### config.mk
export PLATFORM = sky130hd
export DESIGN_NAME = bp_resolve_queue
export DESIGN_NICKNAME = d
export VERILOG_FILES = /design/src/rtl/bp_resolve_queue.sv
export SDC_FILE = /design/constraint.sdc
export NUM_CORES = 1
export LEC_CHECK = 0
export ABC_AREA = 1
export CORE_MARGIN = 5
export CORE_UTILIZATION = 59
export DETAILED_ROUTE_END_ITERATION = 6
export GPL_TIMING_DRIVEN = 0
export PLACE_DENSITY = 0.95
export SYNTH_ARGS = -nofsm -noshare
export SYNTH_HDL_FRONTEND = slang
export SYNTH_SLANG_ARGS = --single-unit
### constraint.sdc
create_clock -name clk -period 13.5 [get_ports clk]
set_input_delay 2.025 -clock clk [delete_from_list [all_inputs] [get_ports clk]]
set_output_delay 2.025 -clock clk [all_outputs]
set_load 0.01 [all_outputs]
### src/rtl/bp_resolve_queue.sv
// Branch-resolution queue: holds in-order predictions from IF, matches the
// oldest one against the EX outcome, and produces the registered redirect,
// the predictor-update strobe and saturating branch statistics.
module bp_resolve_queue #(
  parameter int DEPTH = 4
) (
  input  logic                       clk,
  input  logic                       rst,
  input  logic                       enq_valid_i,
  input  logic [31:0]                enq_pc_i,
  input  logic                       enq_pred_taken_i,
  input  logic [31:0]                enq_pred_target_i,
  output logic                       enq_ready_o,
  input  logic                       ex_valid_i,
  input  logic [31:0]                ex_pc_i,
  input  logic                       ex_taken_i,
  input  logic [31:0]                ex_target_i,
  input  logic                       flush_i,
  output logic                       mispredict_o,
  output logic [31:0]                redirect_pc_o,
  output logic                       upd_valid_o,
  output logic [31:0]                upd_pc_o,
  output logic                       upd_taken_o,
  output logic                       orphan_o,
  output logic [$clog2(DEPTH):0]     occupancy_o,
  output logic [31:0]                branch_count_o,
  output logic [31:0]                mispredict_count_o
);

  localparam int AW = $clog2(DEPTH);
  localparam int CW = AW + 1;
  localparam logic [CW-1:0] FULL_COUNT = CW'(DEPTH);

  // Entry storage; contents are only meaningful between head and tail.
  logic [31:0] pc_mem     [DEPTH];
  logic        taken_mem  [DEPTH];
  logic [31:0] target_mem [DEPTH];

  logic [AW-1:0] head_q, head_d;
  logic [AW-1:0] tail_q, tail_d;
  logic [CW-1:0] count_q, count_d;

  logic          mispredict_q, mispredict_d;
  logic [31:0]   redirect_pc_q, redirect_pc_d;
  logic          upd_valid_q, upd_valid_d;
  logic [31:0]   upd_pc_q, upd_pc_d;
  logic          upd_taken_q, upd_taken_d;
  logic          orphan_q, orphan_d;
  logic [31:0]   branch_count_q, branch_count_d;
  logic [31:0]   mispredict_count_q, mispredict_count_d;

  logic          head_match;
  logic          hit;
  logic          orphan_evt;
  logic          eff_pred_taken;
  logic [31:0]   eff_pred_target;
  logic          mispredict_evt;
  logic          do_enq;
  logic          clear_q;

  // Resolution decode: an orphan is treated as a not-taken prediction.
  always_comb begin
    head_match      = (count_q != '0) && (pc_mem[head_q] == ex_pc_i);
    hit             = ex_valid_i && head_match;
    orphan_evt      = ex_valid_i && !head_match;
    eff_pred_taken  = hit ? taken_mem[head_q] : 1'b0;
    eff_pred_target = target_mem[head_q];
    mispredict_evt  = ex_valid_i &&
                      ((eff_pred_taken != ex_taken_i) ||
                       (eff_pred_taken && ex_taken_i && (eff_pred_target != ex_target_i)));
    enq_ready_o     = (count_q != FULL_COUNT);
    // Anything fetched alongside a redirect or flush is on the wrong path.
    do_enq          = enq_valid_i && enq_ready_o && !flush_i && !mispredict_evt;
    clear_q         = flush_i || mispredict_evt;
  end

  // Queue pointer and occupancy next-state.
  always_comb begin
    head_d  = head_q;
    tail_d  = tail_q;
    count_d = count_q;
    if (clear_q) begin
      head_d  = tail_q;
      count_d = '0;
    end else begin
      if (hit) begin
        head_d = head_q + AW'(1);
      end
      if (do_enq) begin
        tail_d = tail_q + AW'(1);
      end
      case ({do_enq, hit})
        2'b10:   count_d = count_q + CW'(1);
        2'b01:   count_d = count_q - CW'(1);
        default: count_d = count_q;
      endcase
    end
  end

  // Next values for the registered resolution outputs and statistics.
  always_comb begin
    mispredict_d       = mispredict_evt;
    upd_valid_d        = ex_valid_i;
    orphan_d           = orphan_evt;
    redirect_pc_d      = redirect_pc_q;
    upd_pc_d           = upd_pc_q;
    upd_taken_d        = upd_taken_q;
    branch_count_d     = branch_count_q;
    mispredict_count_d = mispredict_count_q;
    if (ex_valid_i) begin
      redirect_pc_d = ex_taken_i ? ex_target_i : (ex_pc_i + 32'd4);
      upd_pc_d      = ex_pc_i;
      upd_taken_d   = ex_taken_i;
      if (branch_count_q != 32'hFFFF_FFFF) begin
        branch_count_d = branch_count_q + 32'd1;
      end
    end
    if (mispredict_evt && (mispredict_count_q != 32'hFFFF_FFFF)) begin
      mispredict_count_d = mispredict_count_q + 32'd1;
    end
  end

  // Entry write; no reset needed since count gates every read.
  always_ff @(posedge clk) begin
    if (!rst && do_enq) begin
      pc_mem[tail_q]     <= enq_pc_i;
      taken_mem[tail_q]  <= enq_pred_taken_i;
      target_mem[tail_q] <= enq_pred_target_i;
    end
  end

  // State and output registers with synchronous reset.
  always_ff @(posedge clk) begin
    if (rst) begin
      head_q             <= '0;
      tail_q             <= '0;
      count_q            <= '0;
      mispredict_q       <= 1'b0;
      redirect_pc_q      <= '0;
      upd_valid_q        <= 1'b0;
      upd_pc_q           <= '0;
      upd_taken_q        <= 1'b0;
      orphan_q           <= 1'b0;
      branch_count_q     <= '0;
      mispredict_count_q <= '0;
    end else begin
      head_q             <= head_d;
      tail_q             <= tail_d;
      count_q            <= count_d;
      mispredict_q       <= mispredict_d;
      redirect_pc_q      <= redirect_pc_d;
      upd_valid_q        <= upd_valid_d;
      upd_pc_q           <= upd_pc_d;
      upd_taken_q        <= upd_taken_d;
      orphan_q           <= orphan_d;
      branch_count_q     <= branch_count_d;
      mispredict_count_q <= mispredict_count_d;
    end
  end

  assign mispredict_o       = mispredict_q;
  assign redirect_pc_o      = redirect_pc_q;
  assign upd_valid_o        = upd_valid_q;
  assign upd_pc_o           = upd_pc_q;
  assign upd_taken_o        = upd_taken_q;
  assign orphan_o           = orphan_q;
  assign occupancy_o        = count_q;
  assign branch_count_o     = branch_count_q;
  assign mispredict_count_o = mispredict_count_q;

endmodule
==> impl_metrics.json <==
{
  "reg2reg_to": "target_mem[0][23]",
  "antenna_found_initial": 1,
  "synthTopCellsByArea": "edfxtp_1 (42%), dfxtp_1 (15%), nand2_1 (14%), nand3_1 (6.3%), a21oi_1 (3.4%)",
  "ys_async_sr_fraction_pct": 0,
  "maxSlewViolCount": 0,
  "grt_use_met1_pct": 46.2,
  "ff_latch_area_sq_mm": 0.0106,
  "synth_area_per_cell_sq_um": 8.75,
  "outcome": "finished clean",
  "gr-usage-met3_pct": 9.21,
  "criticalPathCategory": "input port to register",
  "clkSinkCount": 401,
  "yosysTopAreaCell": "edfxtp_1",
  "cts.path.max_buffers": 3,
  "hold_buffers": 0,
  "fin_tns_setup_ns": 0,
  "min_period_ns": 6.39,
  "routed_wl_mm": 69.4,
  "p_leak_nw": 8.92,
  "cts-resized-gates": 0,
  "rows": 65,
  "dr.pass1.iters": 7,
  "gp_congestion": 0.992,
  "power.density_mw_per_mm2": 125,
  "wl_per_cell_um": 24.0,
  "crit_required_ns": 13.73,
  "hold_path_class": "register to register",
  "finalCritPeriodShare_pct": 47.3,
  "clock-skew-final_ns": 0.0185,
  "ff2ff_setup_slack_ns": 7.78,
  "grt_usage_pct": 37.5,
  "finalWorstSetupSlack_ns": 7.11,
  "clk_pin_slew_ns": 0.06,
  "synth_nets": 2284,
  "synth_cells": 2139,
  "grt_pass1_vias": 18000,
  "pin_count": 271,
  "ys_seq_elements": 401,
  "startpoint_type": "input port",
  "syn_to_final_growth_pct": 25.9,
  "synthFlopType": "edfxtp_1",
  "hold_viol": 0,
  "postLayoutCellArea_sq_mm": 0.0236,
  "cts_made_buffers": 41,
  "postPlaceCellArea_sq_mm": 0.0221,
  "die_w_um": 188,
  "design.core.area_sq_mm": 0.0315,
  "dp_hpwl_mm": 49.5,
  "dpl_worst_slack_ns": 6.70,
  "setup.worst_path.end": "target_mem[0][23]",
  "maxCapViolCount": 0,
  "antenna_left": 0,
  "drive_gt1_share_pct": 5.90,
  "die_area_sq_mm": 0.0354,
  "grt_util_met2_pct": 61.3,
  "synthMostInstantiatedCell": "nand2_1",
  "viasPerCell": 6.40,
  "max_freq_mhz": 156,
  "worst-r2r-cell-count": 21,
  "port_buffers": 267,
  "multi_input_area_sq_mm": 0.00700,
  "finalNonFillerCells": 2893,
  "drc_errors": 0,
  "grt_overflow": 0,
  "setup_viol": 0,
  "cp-startpoint": "ex_pc_i[21]",
  "synth_cell_types": 42,
  "worst_pin_slew_ns": 0.815,
  "layout.nets": 2602,
  "synth_edf_count": 260,
  "die_h_um": 188,
  "postCtsSetupBuffers": 0,
  "clk_latency_ns": 0.55,
  "dp_cells": 2816,
  "grt_first_pass_wirelength_mm": 103,
  "ys.warnings.count": 0,
  "ys_seq_area_share_pct": 56.8,
  "peakVddDrop_mv": 0.146,
  "synth_common_cells": "nand2_1 (682), edfxtp_1 (260), nand3_1 (235)",
  "routed-via-count": 18500,
  "endpoint_kind": "register",
  "critPathMaxFanout": 28,
  "cts_root_buf": "clkbuf_16",
  "busiest_layer": "met2",
  "htree_levels": 2,
  "start_util_pct": 59.5,
  "synthesis.area_sq_mm": 0.0187,
  "drtIter0Drc": 3047,
  "cts_tree": "built",
  "slew_headroom_pct": 45.2,
  "rsz0062_at_grt": "false",
  "synth_top_area_share_pct": 41.7,
  "fillers": 2065,
  "arrival_ns": 6.62,
  "grt_max_degree": 29
}
[layout by cell type, fill, tap and decap left out, types with 13 or more instances in the layout]
| master | instances |
|---|---|
| nand2_1 | 682 |
| clkdlybuf4s50_1 | 267 |
| edfxtp_1 | 260 |
| nand3_1 | 235 |
| inv_1 | 148 |
| dfxtp_1 | 141 |
| nor2_1 | 129 |
| a21oi_1 | 126 |
| o21ai_0 | 69 |
| nand4_1 | 68 |
| nor3_1 | 44 |
| clkbuf_16 | 43 |
| clkbuf_1 | 41 |
| xor2_1 | 37 |
| buf_2 | 23 |
| nor4_1 | 21 |
| buf_6 | 16 |
| a31oi_1 | 13 |
[sequential cells by signal (all words and copies together) (netlist names), 3 cells and up, named ones only]
signal              flops
upd_pc_o               32
taken_mem               4
pc_mem                128
mispredict_count_o     32
target_mem            128
redirect_pc_o          32
branch_count_o         32
occupancy_o             3
[cell type report]
type,count,area share (%)
sequential,401,45.1
multi-input combinational,1492,29.7
timing repair buffer,275,12.0
clock buffer,51,4.86
inverter,152,2.43
buffer,94,2.32
tap,402,2.14
clock inverter,25,1.40
antenna,1,0.0106
[power by group]
part / internal, W / switching (W) / leakage (nW)
clock network: 0.000743 / 0.000499 / 0.711
registers: 0.00133 / 0.0000172 / 3.50
logic: 0.000127 / 0.000225 / 4.71
total: 0.00220 / 0.000741 / 8.92
[worst min path at each step]
stage / start / to / cells after the start
finish: redirect_pc_o[19] / redirect_pc_o[19] / 2
CTS: redirect_pc_o[18] / redirect_pc_o[18] / 2
global placement: upd_pc_o[1] / upd_pc_o[1] / 2
global route: redirect_pc_o[18] / redirect_pc_o[18] / 2
floorplan: upd_pc_o[1] / upd_pc_o[1] / 2
detailed placement: redirect_pc_o[18] / redirect_pc_o[18] / 2
[worst max-delay path, stage by stage]
cell and delay, ns:
clkdlybuf4s50_1 0.67, inv_1 0.22, nand3_1 0.20, nand4_1 0.14, or2_0 0.23, nor2_1 0.11, nand2_1 0.08, nor4_2 0.38
nand2_1 0.16, nor2_1 0.21, ha_1 0.27, inv_1 0.07, nand2_2 0.13, nand2_4 0.14, nand3_1 0.35, nor2_4 0.64
buf_12 0.29, buf_12 0.26
[layer usage]
metal / part of all wire, % / wire length [um]
met1: 34 / 23700
met3: 13 / 9130
met2: 45 / 31300
met5: 0 / 0
met4: 7.5 / 5190
[metrics by stage]
stage	total power (W)	hold slack, ns	util [%]
3_3_place_gp	0.00169	0.450	69.6
4_1_cts	0.00292	0.465	74.8
2_1_floorplan	0.00153	0.486	-
5_1_grt	0.00300	0.484	74.9
3_5_place_dp	0.00170	0.456	70.2
6_report	0.00294	0.466	74.9
[kinds of logic (layout without fill, tap and decap cells)]
| kind of cell | after synthesis | count (layout) | synth area share [%] |
|---|---|---|---|
| AO/OA/AOI/OAI | 224 | 224 | 6.32 |
| XOR/XNOR | 49 | 49 | 2.29 |
| adder cells (fa/ha/maj) | 10 | 10 | 0.709 |
| buffers and inverters | 246 | 597 | 5.98 |
| flip-flops | 401 | 401 | 56.8 |
| other | 0 | 1 | 0 |
| AND/OR/NAND/NOR | 1209 | 1209 | 27.9 |
(Power assumes the default switching activity.)
